===== config.mk =====
export PLATFORM = sky130hd
export DESIGN_NAME = inst_loader
export DESIGN_NICKNAME = d
export VERILOG_FILES = /design/src/rtl/inst_loader.sv
export SDC_FILE = /design/constraint.sdc
export NUM_CORES = 1
export LEC_CHECK = 0
export CORE_ASPECT_RATIO = 0.6
export CORE_UTILIZATION = 45
export DETAILED_ROUTE_END_ITERATION = 10
export MAX_ROUTING_LAYER = met4
export PLACE_DENSITY = 0.73
export SYNTH_ARGS = -nofsm -noshare
export SYNTH_HDL_FRONTEND = slang
export SYNTH_SLANG_ARGS = --single-unit

===== constraint.sdc =====
create_clock -name clk -period 5.1 [get_ports clk]
set_input_delay 1.02 -clock clk [delete_from_list [all_inputs] [get_ports clk]]
set_output_delay 1.02 -clock clk [all_outputs]
set_load 0.01 [all_outputs]

===== src/rtl/inst_loader.sv =====
// Boot-time program loader: takes a byte stream (16-bit LE word count, then LE words),
// writes each assembled word into instruction memory, and holds the CPU in reset until done.
module inst_loader #(
   parameter int INST_SIZE = 32,
   parameter int ADDR_W    = 10,
   parameter int MAX_WORDS = 1024
) (
   input  logic                 clk,
   input  logic                 rst,
   input  logic                 in_valid,
   input  logic [7:0]           in_data,
   output logic                 in_ready,
   input  logic                 start,
   output logic                 im_we,
   output logic [ADDR_W-1:0]    im_addr,
   output logic [INST_SIZE-1:0] im_wdata,
   output logic                 cpu_rst_n,
   output logic                 done,
   output logic                 err,
   output logic [15:0]          words_loaded
);

   typedef enum logic [2:0] {
      S_HDR0,
      S_HDR1,
      S_LOAD,
      S_DONE,
      S_ERROR
   } state_t;

   localparam int         ASM_W = INST_SIZE - 8;
   localparam logic [16:0] MAX_W = 17'(MAX_WORDS);

   state_t               state_q, state_d;
   logic [15:0]          count_q, count_d;
   logic [15:0]          idx_q, idx_d;
   logic [1:0]           lane_q, lane_d;
   logic [ASM_W-1:0]     asm_q, asm_d;
   logic                 in_ready_q, in_ready_d;
   logic                 im_we_q, im_we_d;
   logic [ADDR_W-1:0]    im_addr_q, im_addr_d;
   logic [INST_SIZE-1:0] im_wdata_q, im_wdata_d;
   logic                 cpu_rst_n_q, cpu_rst_n_d;
   logic                 done_q, done_d;
   logic                 err_q, err_d;
   logic [15:0]          words_q, words_d;

   logic                 xfer;
   logic [15:0]          hdr_n;

   assign xfer  = in_valid && in_ready_q;
   assign hdr_n = {in_data, count_q[7:0]};

   // done/cpu_rst_n/err are recomputed each cycle from the state, so they rise
   // one edge after DONE/ERROR is entered and fall at the edge that sees start.
   always_comb begin
      state_d     = state_q;
      count_d     = count_q;
      idx_d       = idx_q;
      lane_d      = lane_q;
      asm_d       = asm_q;
      im_we_d     = 1'b0;
      im_addr_d   = im_addr_q;
      im_wdata_d  = im_wdata_q;
      words_d     = words_q;
      done_d      = 1'b0;
      cpu_rst_n_d = 1'b0;
      err_d       = 1'b0;

      case (state_q)
         S_HDR0: begin
            if (xfer) begin
               count_d = {8'h00, in_data};
               state_d = S_HDR1;
            end
         end

         S_HDR1: begin
            if (xfer) begin
               count_d = hdr_n;
               if (hdr_n == 16'd0) begin
                  state_d = S_DONE;
               end else if ({1'b0, hdr_n} > MAX_W) begin
                  state_d = S_ERROR;
               end else begin
                  state_d = S_LOAD;
                  idx_d   = 16'd0;
                  lane_d  = 2'd0;
               end
            end
         end

         S_LOAD: begin
            if (xfer) begin
               lane_d = lane_q + 2'd1;
               case (lane_q)
                  2'd0: asm_d[7:0]   = in_data;
                  2'd1: asm_d[15:8]  = in_data;
                  2'd2: asm_d[23:16] = in_data;
                  default: begin
                     im_we_d    = 1'b1;
                     im_addr_d  = idx_q[ADDR_W-1:0];
                     im_wdata_d = {in_data, asm_q};
                     idx_d      = idx_q + 16'd1;
                     words_d    = words_q + 16'd1;
                     if (idx_q + 16'd1 == count_q) begin
                        state_d = S_DONE;
                     end
                  end
               endcase
            end
         end

         S_DONE: begin
            if (start) begin
               state_d = S_HDR0;
               count_d = 16'd0;
               idx_d   = 16'd0;
               lane_d  = 2'd0;
               asm_d   = '0;
               words_d = 16'd0;
            end else begin
               done_d      = 1'b1;
               cpu_rst_n_d = 1'b1;
            end
         end

         S_ERROR: begin
            if (start) begin
               state_d = S_HDR0;
               count_d = 16'd0;
               idx_d   = 16'd0;
               lane_d  = 2'd0;
               asm_d   = '0;
               words_d = 16'd0;
            end else begin
               err_d = 1'b1;
            end
         end

         default: state_d = S_HDR0;
      endcase

      in_ready_d = (state_d == S_HDR0) || (state_d == S_HDR1) || (state_d == S_LOAD);
   end

   always_ff @(posedge clk or posedge rst) begin
      if (rst) begin
         state_q     <= S_HDR0;
         count_q     <= 16'd0;
         idx_q       <= 16'd0;
         lane_q      <= 2'd0;
         asm_q       <= '0;
         in_ready_q  <= 1'b0;
         im_we_q     <= 1'b0;
         im_addr_q   <= '0;
         im_wdata_q  <= '0;
         cpu_rst_n_q <= 1'b0;
         done_q      <= 1'b0;
         err_q       <= 1'b0;
         words_q     <= 16'd0;
      end else begin
         state_q     <= state_d;
         count_q     <= count_d;
         idx_q       <= idx_d;
         lane_q      <= lane_d;
         asm_q       <= asm_d;
         in_ready_q  <= in_ready_d;
         im_we_q     <= im_we_d;
         im_addr_q   <= im_addr_d;
         im_wdata_q  <= im_wdata_d;
         cpu_rst_n_q <= cpu_rst_n_d;
         done_q      <= done_d;
         err_q       <= err_d;
         words_q     <= words_d;
      end
   end

   assign in_ready     = in_ready_q;
   assign im_we        = im_we_q;
   assign im_addr      = im_addr_q;
   assign im_wdata     = im_wdata_q;
   assign cpu_rst_n    = cpu_rst_n_q;
   assign done         = done_q;
   assign err          = err_q;
   assign words_loaded = words_q;

endmodule


==> qor.txt, run 1 <==
Flops & latches, synth = 123
Crit start category = input pin
CP startpoint = in_valid
TritonCTS clock tree = built
Post-CTS Resized = 0
Synthesized area = 5990 um^2
Initial antenna violation count = 0
Worst path max stage delay = 650 ps
Critical Path Sink = idx_q[2]
Ant. Diodes = 0
Die area = 13800 um^2
Initial drt markers = 368
Setup repair bufs after CTS = 0
Clk_skew = 10.4 ps
First-pass GRT wire length = 25300 um
Sequential Power Share = 0.413
R2R cell count = 7
Synth warn = 0
Worst r2r src = lane_q[0]
RSZ-0062 raised after global routing = no
Crit-path cells = clkdlybuf4s50_1 -> and3_1 -> nand2_1 -> inv_1 -> buf_4 -> nand2_1 -> o21ai_1
P&R area growth vs syn = 24.2%
Routability cong. = 0.929
Area leader, netlist = dfrtp_1
Inserted Clock Buffers = 17
Final Util = 0.577
Syn Area/Cell = 9.22 um^2
Commonest cells in the netlist = nand2_1, dfrtp_1, nor2_1
Crit path max fanout = 33
Gate power share = 0.190
Post-synth EDFFs = 0
Crit path top cell by count = nand2_1
Critical path class = input pin to register
Switching power total = 0.970 mW
Status = completed
Period utilisation layout = 0.671
Share of cells above drive strength 1 = 0.101
DIE HEIGHT = 91.3 um
Slew headroom = 0.235
Hold path depth = 2
Pre-antenna DRT Iters = 7
Die Width = 151 um
Tot GR Track Use = 0.248
Power per Cell Area = 416 nW/um^2
DRC errors left = 0
Nets = 731
Placed wire-length estimate = 10600 um
Net Count, Synth = 667
Internal power = 2.12 mW
Worst-Skew Late Latency = 420 ps
Max-cap viol count = 0
# rows = 32
Peak VDD IR = 0.189 mV
Vias in the first global route = 4773
Fillers = 1127
Detail Route Antenna Nets = 0
Min-Delay Path Class = register to register
Vias per inst = 5.52
CP Capture Type = register
Top post-synthesis cells by area = dfrtp_1, nand2_1, mux2_2
Data arrival time of the critical path = 3760 ps
Total number of vias = 4947
I/O Buffers = 74
Routed WL = 15300 um
Ports = 75
Pleak = 3.35 nW
Initial core utilization = 0.464
Worst-Margin Slew = 1150 ps
Top FF cell, synth = dfrtp_1
Clock sinks = 123
H-tree depth = 4
Cts hold-fix bufs = 0
Fin. Hold Viols = 0
Top cell type's share of synthesized area = 0.514
Top-count cell post-synth = nand2_1
Clk pwr share = 0.398
CTS max path bufs = 2
Async set-or-reset flop fraction in the synthesized netlist = 1.00
Critical Path RT = 5440 ps
Post-Syn Instances = 649
Max Freq = 292 MHz
Register area share after synthesis = 0.514
Std-Cell Core Area = 12900 um^2
CTS root buf = clkbuf_16
Setup TNS = 0 ps
Fin crit period = 3420 ps
Fin. max-slew vios = 0
Final setup viols = 0
Largest net degree at the start of global routing = 86
Worst r2r dst = idx_q[2]
CP max-delay cell = clkdlybuf4s50_1
Grt ovf = 0
Clock-pin slew on the worst setup and hold paths = 60 ps
Netlist cell types = 56
WL/cell = 17.1 um
Switching Share = 0.314
R2r setup slk = 2290 ps
-- cells in the final DEF, fill, tap and decap left out, drive strengths merged, types with 5 or more instances in the layout --
cell,netlist,routed
o21ai,45,45
o31ai,8,8
nor3,11,11
mux2,24,24
nor4,8,8
inv,10,17
clkbuf,23,19
nand2,186,186
or3,5,5
a21oi,21,21
nor2,39,39
xor2,11,11
clkdlybuf4s50,0,74
xnor2,19,19
nand3,16,16
buf,11,5
and2,9,9
a31oi,8,8
dfrtp,123,123
nand4,8,8
nor2b,9,9
ha,6,6
-- worst max-delay path: cells and delay by family --
kind	cells	cell delay, ps
AOI/OAI and AO/OA	1	120
buffers and inverters	3	1610
and+or+nand+nor	3	990
-- metrics by stage --
step	hold slack (ps)	worst slack (ps)	cell area (um^2)	power [mW]	cells
after global routing	474	1550	7440	3.24	896
after detailed placement	455	1320	6840	1.87	864
after CTS	459	1740	7440	3.10	896
after floorplan	433	809	5990	1.69	649
final	459	1680	7440	3.09	896
after global placement	445	1410	6840	1.85	864
-- logic make-up after synthesis --
family	count (synthesis)	synth area share
buffers and inverters	44	0.0297
and+or+nand+nor	316	0.245
adders and majority gates	6	0.0125
muxes	26	0.0485
DFF	123	0.514
xor gates and xnor gates	30	0.0439
AOI/OAI and AO/OA	104	0.107
-- state kept, by name, summed over array words and instances (netlist names) --
register and count:
im_addr 10, im_we 1, words_loaded 16, in_ready 1, asm_q 24, lane_q 2, count_q 16, err 1
im_wdata 32, done 1, state_q 3, idx_q 16
-- area by class of cell --
cell class                      instances  area, um^2  share of cell area
Inverter                               10        40.0             0.00538
Multi-Input combinational cell        482        2730               0.367
Sequential cell                       123        3080               0.414
Tap cell                              170         213              0.0286
Timing Repair Buffer                   79         778               0.105
Clock buffer                           19         443              0.0596
Clock inverter                         13         155              0.0209
-- power by group through the flow --
stage | Combinational, mW | Clock [mW] | Sequential (mW)
2_1_floorplan | 0.468 | 0 | 1.22
3_3_place_gp | 0.565 | 0 | 1.28
3_5_place_dp | 0.583 | 0 | 1.28
4_1_cts | 0.586 | 1.25 | 1.27
5_1_grt | 0.656 | 1.29 | 1.29
6_report | 0.587 | 1.23 | 1.28
-- layer usage --
layer	track usage	wire, um	vias up
met3	0.0558	995	18
met5	-	0	-
li1	-	-	2351
met1	0.378	7670	2404
met2	0.321	6480	174
met4	0.0775	144	0
-- worst min path at each step --
stage	start	to	slack (ps)
after floorplan	asm_q[0]	im_wdata[0]	430
after global placement	asm_q[4]	im_wdata[4]	450
after detailed placement	asm_q[7]	im_wdata[7]	460
after CTS	asm_q[20]	im_wdata[20]	460
after global routing	asm_q[20]	im_wdata[20]	470
final	asm_q[20]	im_wdata[20]	460
No activity file was read; power rests on OpenSTA's default activity.
==> inputs of run 2 (changes only) <==
==> constraint.sdc (replaced) <==
create_clock -name clk -period 3.2 [get_ports clk]
set_input_delay 0.64 -clock clk [delete_from_list [all_inputs] [get_ports clk]]
set_output_delay 0.64 -clock clk [all_outputs]
set_load 0.01 [all_outputs]
==> run 2 against run 1 <==
  * Critical path depth unchanged
  * Via count increased by 2.0%
  * Final cell count increased by 2.0%
  * Wire length increased by 1.6%
==> qor.txt, run 2 (synthesized netlist as in run 1, its figures left out) <==
Routability cong. = 0.943 (+1.5%)
Worst r2r src = idx_q[0]
Vias per inst = 5.52 (about the same)
Grt ovf = 0 (unchanged)
Ports = 75 (unchanged)
Hold path depth = 2 (unchanged)
DIE HEIGHT = 91.3 um (unchanged)
Initial core utilization = 0.464 (unchanged)
Fin. max-slew vios = 0 (unchanged)
Total power = 4.83 mW (+56%)
I/O Buffers = 74 (unchanged)
Placed wire-length estimate = 10900 um (+2.8%)
Data arrival time of the critical path = 3010 ps (-750 ps)
Tot GR Track Use = 0.252 (+0.00338)
Detail Route Antenna Nets = 0 (unchanged)
Final Util = 0.587 (+0.00970)
Inserted Clock Buffers = 17 (unchanged)
Std-Cell Core Area = 12900 um^2 (unchanged)
Final worst slack = 472 ps (-1210 ps)
H-tree depth = 4 (unchanged)
Commonest non-fill, non-tap cell in the layout = nand2_1
Post-route cell area = 7560 um^2 (+1.7%)
Initial antenna violation count = 0 (unchanged)
Clock sinks = 123 (unchanged)
Inst Count DP = 882 (+2.1%)
Share of cells above drive strength 1 = 0.124 (+0.0231)
Worst path max stage delay = 560 ps (-90 ps)
Largest net degree at the start of global routing = 57 (-34%)
DRC errors left = 0 (unchanged)
Die Width = 151 um (unchanged)
WHS = 468 ps (+8.55 ps)
R2r setup slk = 470 ps (-1820 ps)
Post-Layout Cell Count = 914 (+2.0%)
CP Capture Type = register
RSZ-0062 raised after global routing = no
CP max-delay cell = dfrtp_1
Routed WL = 15500 um (+1.6%)
Die area = 13800 um^2 (unchanged)
Fin. Hold Viols = 0 (unchanged)
DP Area = 7000 um^2 (+2.4%)
Pleak = 3.43 nW (+2.5%)
Crit path max fanout = 10 (-70%)
# rows = 32 (unchanged)
Crit start category = register
Min-Delay Path Class = register to register
Dpl ws = 108 ps (-1220 ps)
First-pass GRT wire length = 25600 um (+1.4%)
Final setup viols = 0 (unchanged)
Status = completed
Fin crit period = 2730 ps
CTS max path bufs = 2 (unchanged)
Max Freq = 367 MHz
Most frequent cells in the layout = nand2_1, dfrtp_1, clkdlybuf4s50_1
Period utilisation layout = 0.852
Max-cap viol count = 0 (unchanged)
Setup TNS = 0 ps (unchanged)
CTS root buf = clkbuf_16
Hold EP = im_wdata[16]
Worst-Margin Slew = 908 ps (-240 ps)
R2R cell count = 7 (unchanged)
Power per Cell Area = 639 nW/um^2 (+54%)
Pre-antenna DRT Iters = 5 (-2)
Critical Path RT = 3480 ps (-1960 ps)
Clock-pin slew on the worst setup and hold paths = 60 ps (about the same)
Cts hold-fix bufs = 0 (unchanged)
Crit-path leading delay family = simple AND/OR/NAND/NOR gates
Crit path buffers/inverters = 0 (-3)
WL/cell = 17.0 um (-0.41%)
Slew headroom = 0.394 (+0.159)
Total number of vias = 5045 (+2.0%)
Setup repair bufs after CTS = 0 (unchanged)
P&R area growth vs syn = 26.3%
Worst r2r dst = in_ready
TritonCTS clock tree = built
Initial drt markers = 344 (-6.5%)
Peak VDD IR = 0.432 mV (+130%)
Nets = 749 (+2.5%)
Post-CTS Resized = 0 (unchanged)
Hold_sp = asm_q[16]
Crit-path cells = ha_1 -> nand3_1 -> nor4_1 -> a21oi_1 -> or3_1 -> nor4_2 -> nor3_1
Critical path class = register to register
Clk_skew = 10.6 ps (+0.254 ps)
Ant. Diodes = 0 (unchanged)
Max FFs per register = 32 (unchanged)
Worst-Skew Late Latency = 430 ps (about the same)
Vias in the first global route = 4858 (+1.8%)
==> run 2: cell count changes in the layout (fill, tap and decap cells not counted) <==
cell / previous run / this run
clkbuf_1: 1 / 0
buf_12: 0 / 2
inv_6: 6 / 7
bufinv_16: 2 / 0
inv_8: 1 / 2
clkinvlp_4: 3 / 2
clkinv_4: 1 / 3
inv_4: 1 / 0
buf_4: 5 / 21
clkinv_2: 0 / 1
==> run 2: how the worst max path moves through the flow <==
stage | start | endpoint | cells past startpoint
after floorplan | in_data[6] | idx_q[4] | 7
after global placement | in_data[4] | idx_q[2] | 7
after detailed placement | in_data[4] | idx_q[6] | 7
after CTS | idx_q[0] | in_ready | 7
after global routing | idx_q[0] | in_ready | 7
final | idx_q[0] | in_ready | 7
==> run 2: worst min-delay path: cells and delay by family (launching register included) <==
kind	cells	cell delay, ps
simple gates	2	100
flops	1	340
==> run 2: layout make-up <==
cell class / count / area (um^2)
clock buffer: 18 / 439
clock inverter: 14 / 123
fill: 1104 / 5330
inverter: 10 / 41.3
multi-input combinational: 482 / 2730
sequential: 123 / 3080
tap: 170 / 213
timing repair buffer: 97 / 938
==> run 2: routing by layer <==
layer	global-route usage	wire [um]
met4	0.0667	229
met2	0.348	6810
met5	-	0
met3	0.0588	926
met1	0.367	7570
==> run 2: power by group <==
group / internal (mW) / total [mW] / switching, mW
registers: 1.80 / 2.02 / 0.217
logic: 0.431 / 0.990 / 0.559
clock network: 1.04 / 1.82 / 0.785
total: 3.27 / 4.83 / 1.56
